## config.mk

```make
export PLATFORM = sky130hd
export DESIGN_NAME = corr_best_match
export DESIGN_NICKNAME = d
export VERILOG_FILES = /design/src/rtl/corr_best_match.sv
export SDC_FILE = /design/constraint.sdc
export NUM_CORES = 1
export LEC_CHECK = 0
export BUFFER_PORTS_ARGS = -buffer_cell sky130_fd_sc_hd__clkbuf_2
export CORE_MARGIN = 3
export CORE_UTILIZATION = 29
export CTS_BUF_LIST = sky130_fd_sc_hd__clkbuf_16
export DETAILED_ROUTE_END_ITERATION = 16
export GPL_TIMING_DRIVEN = 1
export PLACE_DENSITY = 0.5
export SYNTH_ARGS = -nofsm -noshare
export SYNTH_HDL_FRONTEND = slang
export SYNTH_SLANG_ARGS = --single-unit
```

## constraint.sdc

```tcl
create_clock -name iCLK -period 8.7 [get_ports iCLK]
set_clock_uncertainty 0.15 [all_clocks]
set_input_delay 0.435 -clock iCLK [delete_from_list [all_inputs] [get_ports iCLK]]
set_output_delay 0.435 -clock iCLK [all_outputs]
set_load 0.01 [all_outputs]
```

## src/rtl/corr_best_match.sv

```systemverilog
// Raster-order sweep controller for the correlator window origin.
// Tracks the lowest score seen during the sweep and the origin that produced it.
module corr_best_match #(
  parameter int SCORE_W       = 20,
  parameter int STEP          = 1,
  parameter bit DISCARD_FIRST = 1'b1
) (
  input  logic               iCLK,
  input  logic               iRST,
  input  logic               iStart,
  input  logic               iAbort,
  input  logic [12:0]        iX_min,
  input  logic [12:0]        iX_max,
  input  logic [12:0]        iY_min,
  input  logic [12:0]        iY_max,
  input  logic               iCorr_finished,
  input  logic [SCORE_W-1:0] iCorr_score,
  output logic [12:0]        oXstart,
  output logic [12:0]        oYstart,
  output logic [12:0]        oBest_x,
  output logic [12:0]        oBest_y,
  output logic [SCORE_W-1:0] oBest_score,
  output logic               oBusy,
  output logic               oDone,
  output logic [15:0]        oCount
);

  typedef enum logic [1:0] {IDLE, ARM, RUN, DONE} state_e;

  localparam logic [13:0] STEP14 = 14'(STEP);

  state_e             state_q, state_d;
  logic [12:0]        xMin_q, xMin_d, xMax_q, xMax_d;
  logic [12:0]        yMin_q, yMin_d, yMax_q, yMax_d;
  logic               degen_q, degen_d;
  logic [12:0]        xStart_q, xStart_d, yStart_q, yStart_d;
  logic [12:0]        bestX_q, bestX_d, bestY_q, bestY_d;
  logic [SCORE_W-1:0] bestScore_q, bestScore_d;
  logic [15:0]        count_q, count_d;
  logic               busy_q, busy_d, done_q, done_d;
  logic [13:0]        xSum, ySum;

  // 14-bit sums so an origin near 8191 cannot wrap past the rectangle edge.
  assign xSum = {1'b0, xStart_q} + STEP14;
  assign ySum = {1'b0, yStart_q} + STEP14;

  always_comb begin
    state_d     = state_q;
    xMin_d      = xMin_q;
    xMax_d      = xMax_q;
    yMin_d      = yMin_q;
    yMax_d      = yMax_q;
    degen_d     = degen_q;
    xStart_d    = xStart_q;
    yStart_d    = yStart_q;
    bestX_d     = bestX_q;
    bestY_d     = bestY_q;
    bestScore_d = bestScore_q;
    count_d     = count_q;

    unique case (state_q)
      IDLE: begin
        if (iStart) begin
          xMin_d      = iX_min;
          xMax_d      = iX_max;
          yMin_d      = iY_min;
          yMax_d      = iY_max;
          degen_d     = (iX_min > iX_max) || (iY_min > iY_max);
          xStart_d    = iX_min;
          yStart_d    = iY_min;
          bestX_d     = iX_min;
          bestY_d     = iY_min;
          bestScore_d = '1;
          count_d     = '0;
          state_d     = DISCARD_FIRST ? ARM : RUN;
        end
      end
      ARM: begin
        if (iAbort) state_d = IDLE;
        else if (iCorr_finished) state_d = RUN;
      end
      RUN: begin
        if (iAbort) begin
          state_d = IDLE;
        end else if (iCorr_finished) begin
          if (iCorr_score < bestScore_q) begin
            bestScore_d = iCorr_score;
            bestX_d     = xStart_q;
            bestY_d     = yStart_q;
          end
          if (count_q != 16'hFFFF) count_d = count_q + 16'd1;
          // A degenerate rectangle scores only its first window.
          if (degen_q) begin
            state_d = DONE;
          end else if (xSum <= {1'b0, xMax_q}) begin
            xStart_d = xSum[12:0];
          end else if (ySum <= {1'b0, yMax_q}) begin
            xStart_d = xMin_q;
            yStart_d = ySum[12:0];
          end else begin
            state_d = DONE;
          end
        end
      end
      DONE:    state_d = IDLE;
      default: state_d = IDLE;
    endcase

    busy_d = (state_d == ARM) || (state_d == RUN);
    done_d = (state_d == DONE);
  end

  always_ff @(posedge iCLK or posedge iRST) begin
    if (iRST) begin
      state_q     <= IDLE;
      xMin_q      <= '0;
      xMax_q      <= '0;
      yMin_q      <= '0;
      yMax_q      <= '0;
      degen_q     <= 1'b0;
      xStart_q    <= '0;
      yStart_q    <= '0;
      bestX_q     <= '0;
      bestY_q     <= '0;
      bestScore_q <= '1;
      count_q     <= '0;
      busy_q      <= 1'b0;
      done_q      <= 1'b0;
    end else begin
      state_q     <= state_d;
      xMin_q      <= xMin_d;
      xMax_q      <= xMax_d;
      yMin_q      <= yMin_d;
      yMax_q      <= yMax_d;
      degen_q     <= degen_d;
      xStart_q    <= xStart_d;
      yStart_q    <= yStart_d;
      bestX_q     <= bestX_d;
      bestY_q     <= bestY_d;
      bestScore_q <= bestScore_d;
      count_q     <= count_d;
      busy_q      <= busy_d;
      done_q      <= done_d;
    end
  end

  assign oXstart     = xStart_q;
  assign oYstart     = yStart_q;
  assign oBest_x     = bestX_q;
  assign oBest_y     = bestY_q;
  assign oBest_score = bestScore_q;
  assign oBusy       = busy_q;
  assign oDone       = done_q;
  assign oCount      = count_q;

endmodule

```

==> results of run 1 <==
-- cells in the final DEF, fill, tap and decap left out, types with 3 or more instances in the layout --
cell / Yosys / layout
o21ai_0: 36 / 36
clkbuf_2: 0 / 166
mux2i_1: 6 / 6
and2_1: 5 / 5
nor2_1: 67 / 66
a21oi_2: 3 / 3
ha_1: 75 / 75
a211oi_1: 4 / 4
nand3_1: 36 / 36
or2_1: 3 / 3
and4_1: 7 / 7
o31ai_1: 7 / 7
inv_6: 0 / 8
buf_4: 2 / 9
o31a_1: 3 / 3
a21o_1: 28 / 28
a21oi_1: 65 / 65
o211ai_1: 11 / 11
clkinvlp_4: 0 / 3
inv_1: 80 / 79
o22ai_1: 4 / 4
dfrtp_1: 112 / 112
mux2_4: 7 / 7
o21ai_1: 3 / 3
o221ai_1: 5 / 5
clkinv_4: 0 / 3
a221o_1: 28 / 28
nand2b_1: 6 / 5
nand2_1: 76 / 75
nor3_1: 43 / 43
a31oi_1: 3 / 3
and3_1: 32 / 32
xor2_1: 18 / 18
clkbuf_16: 0 / 17
nand4_1: 16 / 16
nor2b_1: 7 / 5
xnor2_1: 16 / 16
dfstp_2: 20 / 20
-- power breakdown --
group	internal [W]	switching [W]
registers	0.000780	0.000219
logic	0.000498	0.000723
clock network	0.000400	0.000322
total	0.00168	0.00126
-- worst max path at each step --
stage / end / slack [ps] / depth (start not counted)
final: oXstart[11] / 4340 / 14
after floorplan: degen_q / 4620 / 1
after detailed placement: oXstart[11] / 4390 / 14
after global routing: oXstart[11] / 4020 / 14
after global placement: oXstart[10] / 4560 / 12
after CTS: oXstart[11] / 4360 / 14
-- worst max-delay path: cells and delay by family, from the launching register on --
| family | cells | cell delay [ps] |
|---|---|---|
| multiplexers | 1 | 420 |
| AND/OR/NAND/NOR | 7 | 1220 |
| XOR/XNOR | 1 | 150 |
| adder cells (fa/ha/maj) | 2 | 570 |
| AO/OA/AOI/OAI | 3 | 1230 |
| flip-flops | 1 | 500 |
-- registers in the layout, summed over array words and instances (netlist names), 2 cells and up --
register / flops
oBest_x: 13
xMin_q: 13
oBest_y: 13
oXstart: 13
yMax_q: 13
oYstart: 13
oCount: 16
state_q: 2
xMax_q: 13
oBest_score: 20
-- final cells by class --
class	instances	area, um^2
Fill cell	3020	18000
Multi-Input combinational cell	664	4620
Sequential cell	132	3330
Timing Repair Buffer	176	908
Tap cell	378	473
Clock buffer	17	425
Inverter	80	305
Clock inverter	15	145
Antenna cell	1	2.50
-- per-stage QoR --
step / worst slack [ps] / utilization / hold slack (ps)
after global routing: 4020 / 0.361 / 72.3
final: 4340 / 0.361 / 72.8
after global placement: 4560 / 0.341 / 304
after floorplan: 4620 / - / 290
after detailed placement: 4390 / 0.341 / 315
after CTS: 4360 / 0.361 / 61.8
-- routing by layer --
layer  routed length [um]  up-vias  GRT usage  part of all wire
li1                     -     3619          -                 -
met1                12600     3656      0.237              0.46
met2                12600      191      0.284              0.46
met3                 1330       37     0.0384             0.049
met4                  658        0     0.0573             0.024
met5                    0        -          0                 0
-- cell families after synthesis --
family | synth area share
muxes | 0.0235
buffers and inverters | 0.0626
xor gates and xnor gates | 0.0352
AOI/OAI and AO/OA | 0.191
DFF | 0.393
and+or+nand+nor | 0.183
adders and majority gates | 0.111
-- what timing repair did --
action,in CTS,in global routing
hold buffers,1,0
endpoints found under the hold margin,43,0
gates resized for setup,0,0
==> summary.md, run 1 <==
| Metric | Value |
|---|---|
| Vias in the first global route | 7452 |
| DRC Markers | 0 |
| Antenna Nets Post-Route | 0 |
| Max incr delay on CP | a little under 700 ps |
| Post-route cell area | 10200 um^2 |
| Fin crit period | 4360 ps |
| Gr usage total | 0.177 |
| Post-synth EDFFs | 0 |
| CTS tree | built |
| Critical path launch point type | register |
| Post-detail-place hpwl | 19800 um |
| Crit Path Max Fanout | 12 |
| Worst Hold Depth | 3 |
| Non-Filler Instances | 1463 |
| Synth Flop Type | dfrtp_1 |
| Commonest cells in the netlist | dfrtp_1 (112), inv_1 (80), nand2_1 (76), ha_1 (75), nor2_1 (67) |
| Syn_nets | about 1100 |
| Crit. Startpoint | oYstart[0] |
| Worst Hold Class | in -> reg |
| Power Dens Cells | 288 nW/um^2 |
| RR Endpoint | oXstart[11] |
| Setup CP Type | reg -> reg |
| Via-to-Cell Ratio | 5.13 |
| Placer Congestion | 0.836 |
| FMAX | around 230 MHz |
| Seq/Total Area, Yosys | 0.393 |
| Final Hold Fails | 0 |
| Outcome | completed |
| Clock Pin Slew Worst Setup and Hold Paths | 70 ps |
| CP cell instances | ha_1 > nand3_1 > nor2_1 > and2_1 > nand2_1 > xnor2_1 > ha_1 > nand3_1 > nor2_1 > o221ai_1 > a22oi_4 > nor3_4 > a211oi_4 > mux2_2 |
| Largest net degree at the start of global routing | 70 |
| H-tree depth | 4 |
| Synth top area share | 0.331 |
| Core box area | 28200 um^2 |
| Endpoint of the worst hold path | yMax_q[0] |
| Slew @ Worst Pin | between 1000 and 1500 ps |
| Nets | roughly 1200 |
| Clock root buffer | clkbuf_16 |
| Crit path required time | around 9000 ps |
| Area grow syn2layout | 20.7% |
| DR vias | 7503 |
| Slew Viols, Final | 0 |
| Synth area leaders | dfrtp_1 (33%), ha_1 (11%), dfstp_2 (6.2%), a21oi_1 (3.8%), inv_1 (3.5%) |
| Mean Syn Cell Area | approximately 9.1 um^2 |
| Crit-path slowest cell | a211oi_4 |
| Clk sinks | 132 |
| Share of cells above drive strength 1 | 0.244 |
| Worst R2R Path Depth | 14 |
| Final-report setup violation count | 0 |
| Maximum VDD drop | 0.000135 V |
| WL/cell | 18.6 um |
| Seq cells post-synth | 132 |
| Die X | between 150 and 200 um |
| Dpl cells | 1429 |
| Crit path arrival time | roughly 4500 ps |
| Setup TNS | 0 ps |
| Synthesized netlist cell count | 925 |
| Hold Path Origin | iY_max[0] |
| Worst-skew pair later-pin latency | ~440 ps |
| CTS Buf Count | 17 |
| Die Span Y | ~180 um |
| IO buf count | ~170 |
| Max_cap viols | 0 |
| Die area | 31300 um^2 |
| Post-DP Area | 9630 um^2 |
| Initial antenna violation count | 0 |
| CTS max path bufs | 2 |
| Tot Pwr | 0.00294 W |
| DRT Pass-1 Iters | 6 |
| Rel. slew slack | 0.274 |
| R2R Setup Slk | 4340 ps |
| Cell variety after synth | 72 |
| Post-synth ARST share | 1.00 |
| RSZ-0062 raised after global routing | false |
| Most common cell in the synthesized netlist | dfrtp_1 |
| GRT Residual Overflow | 0 |
| Io pins | between 150 and 200 |
| Final worst path period share | 0.501 |
| Cell Area, Synth | 8460 um^2 |
| Critical path capture point type | register |
| Yosys Warn Count | 0 |
| First-pass GRT wire length | around 43000 um |
| Largest area contributor in the netlist | dfrtp_1 |
| LEAKAGE | approximately 5.2 nW |
| Routed WL | between 20000 and 30000 um |
| Initial cell density of the core | 0.300 |
| # Post-CTS Setup Buffers | 0 |
| Worst flop-to-flop path startpoint | oYstart[0] |
| 1st-iter DRT viols | 324 |
| Row count | 61 |
Power figures use the tool's default switching activity.
==> inputs of run 2 (changes only) <==
clock period = 4.2 ns   (was 8.7 ns; I/O delays follow)
==> run 2 against run 1 <==
  * Final cell count is 4.2% higher
  * Sequential share of layout area is 1.8 points lower
  * Global-route usage is 0.39 points higher
  * Register-to-register slack worse by 4000 ps
  * Via count is 1.5% higher
  * Critical path type unchanged
  * Sequential power is 100% higher
  * Highest routed layer unchanged
  * Die area stayed put
  * Routed wire length is 2.0% higher
  * Flip-flop and latch count stayed put
  * Critical path depth stayed put
  * Fmax is 12% higher
  * Combinational power is 120% higher
  * Largest power group unchanged
==> summary.md, run 2 (synthesis results as in run 1) <==
| Metric | Value |
|---|---|
| Outcome | completed |
| Maximum VDD drop | 0.000278 V (+110%) |
| Area of the multi-input gates | 4630 um^2 (+0.22%) |
| CTS max path bufs | 2 (unchanged) |
| Worst R2R Path Depth | 14 (unchanged) |
| Routed WL | 27700 um (+2.0%) |
| Core box area | 28200 um^2 (unchanged) |
| WL/cell | 18.2 um (-2.0%) |
| Die area | 31300 um^2 (unchanged) |
| # Post-CTS Setup Buffers | 0 (unchanged) |
| Dpl cells | 1438 (+0.63%) |
| Hold Path Origin | iY_min[11] |
| Die X | 177 um (unchanged) |
| Worst Hold Class | in -> reg |
| R2R Setup Slk | 300 ps (-4040 ps) |
| Worst Hold Depth | 3 (unchanged) |
| First-pass GRT wire length | 44000 um (+2.5%) |
| DRT Pass-1 Iters | 4 (-2) |
| Row count | 61 (unchanged) |
| Initial antenna violation count | 1 (+1) |
| CTS tree | built |
| DRC Markers | 0 (unchanged) |
| Max incr delay on CP | 450 ps (-230 ps) |
| Rel. slew slack | 0.413 (+0.139) |
| Vias in the first global route | 7760 (+4.1%) |
| CP cell instances | ha_1 > nand3_1 > nor2_1 > and4_1 > xor2_1 > ha_1 > nand3_2 > or2_1 > a221oi_2 > o21ai_2 > buf_4 > a211oi_4 > buf_6 > mux2_2 |
| Gr usage total | 0.181 (+0.00386) |
| Crit-path slowest cell | dfrtp_1 |
| Crit path required time | 4350 ps (-4510 ps) |
| GRT Residual Overflow | 0 (unchanged) |
| LEAKAGE | 5.47 nW (+5.0%) |
| Non-Filler Instances | 1524 (+4.2%) |
| Clock Pin Slew Worst Setup and Hold Paths | 60 ps (about the same) |
| Io pins | 167 (unchanged) |
| Max_cap viols | 0 (unchanged) |
| FMAX | 257 MHz (+12%) |
| Setup TNS | 0 ps (unchanged) |
| Slew Viols, Final | 0 (unchanged) |
| Setup CP Type | reg -> reg |
| RR Endpoint | oXstart[10] |
| # fillers | 2947 (-2.4%) |
| Critical path capture point type | register |
| Endpoint of the worst hold path | oYstart[11] |
| Core Util, Final | 0.383 (+0.0214) |
| Worst-skew pair later-pin latency | 430 ps (about the same) |
| H-tree depth | 4 (unchanged) |
| Final-report setup violation count | 0 (unchanged) |
| Post-detail-place hpwl | 20200 um (+1.9%) |
| Via-to-Cell Ratio | 5.00 (-2.5%) |
| IO buf count | 166 (unchanged) |
| Final worst path period share | 0.928 (+0.427) |
| Most frequent cells in the layout | clkbuf_2 (166), dfrtp_1 (111), inv_1 (79) |
| Area grow syn2layout | 27.8% |
| Largest net degree at the start of global routing | 69 (-1.4%) |
| Slew @ Worst Pin | 881 ps (-209 ps) |
| Initial cell density of the core | 0.300 (unchanged) |
| Clock root buffer | clkbuf_16 |
| Min setup slack post-route | 303 ps (-4040 ps) |
| Die Span Y | 177 um (unchanged) |
| Commonest non-fill, non-tap cell in the layout | clkbuf_2 |
| Final hold slack | 17.4 ps (-55.4 ps) |
| Final Hold Fails | 0 (unchanged) |
| Reg area | 3330 um^2 (about the same) |
| CTS Buf Count | 17 (unchanged) |
| RSZ-0062 raised after global routing | false |
| Power Dens Cells | 573 nW/um^2 (+99%) |
| Most frequent CP cell | ha_1 |
| 1st-iter DRT viols | 417 (+29%) |
| Clk sinks | 132 (unchanged) |
| Placer Congestion | 0.849 (+1.6%) |
| Fin crit period | 3900 ps (-458 ps) |
| Share of cells above drive strength 1 | 0.242 (-0.00162) |
| Nets | 1284 (+5.0%) |
| Max reg flops | 20 (unchanged) |
| DR vias | 7617 (+1.5%) |
| Crit Path Max Fanout | 12 (unchanged) |
| Crit path arrival time | 4040 ps (-480 ps) |
| Antenna Nets Post-Route | 0 (unchanged) |
| Dpl ws | 220 ps (-4170 ps) |
| Critical path launch point type | register |
| Worst flop-to-flop path startpoint | oXstart[1] |
run 2: power breakdown:
| group | internal (W) | switching (W) | total [W] |
|---|---|---|---|
| registers | 0.00162 | 0.000418 | 0.00204 |
| logic | 0.00112 | 0.00156 | 0.00268 |
| clock network | 0.000828 | 0.000647 | 0.00147 |
run 2: final cells by class:
cell class	count	area share
flip-flops and latches	132	0.308
well taps	378	0.0437
repair buffers	237	0.139
clock buffers	17	0.0393
diodes	1	0.000231
inverters	80	0.0282
clock inverters	15	0.0134
multi-input cells	664	0.428
run 2: worst max-delay path: cells and delay by family, from the launching register on:
kind | cells | cell delay, ps
and+or+nand+nor | 5 | 960
AOI/OAI and AO/OA | 3 | 660
adders and majority gates | 2 | 470
DFF | 1 | 450
buffers and inverters | 2 | 440
muxes | 1 | 360
xor gates and xnor gates | 1 | 250
run 2: per-layer routing:
metal / global-route usage / wire [um] / share of wire
met5: 0 / 0 / 0
met4: 0.0530 / 514 / 0.019
met3: 0.0339 / 1200 / 0.043
met2: 0.300 / 13300 / 0.48
met1: 0.240 / 12600 / 0.46
run 2: worst max path at each step:
stage / start / end / slack, ps
floorplan: iRST / degen_q / 350
global placement: oYstart[0] / oXstart[11] / 320
detailed placement: oYstart[0] / oBusy / 220
CTS: oYstart[0] / oXstart[10] / 160
global route: oXstart[1] / oXstart[10] / 30
finish: oXstart[1] / oXstart[10] / 300
run 2: through the flow:
step,instance area (um^2),total power (W)
floorplan,8460,0.00375
global placement,9690,0.00467
detailed placement,9690,0.00468
CTS,10800,0.00625
global route,10800,0.00666
finish,10800,0.00619
run 2: repair_timing:
action                                  CTS  global route
endpoints found under the setup margin    0            16
hold endpoints to repair                 97             0
hold buffers                             53             0
gates resized for setup                   0             5
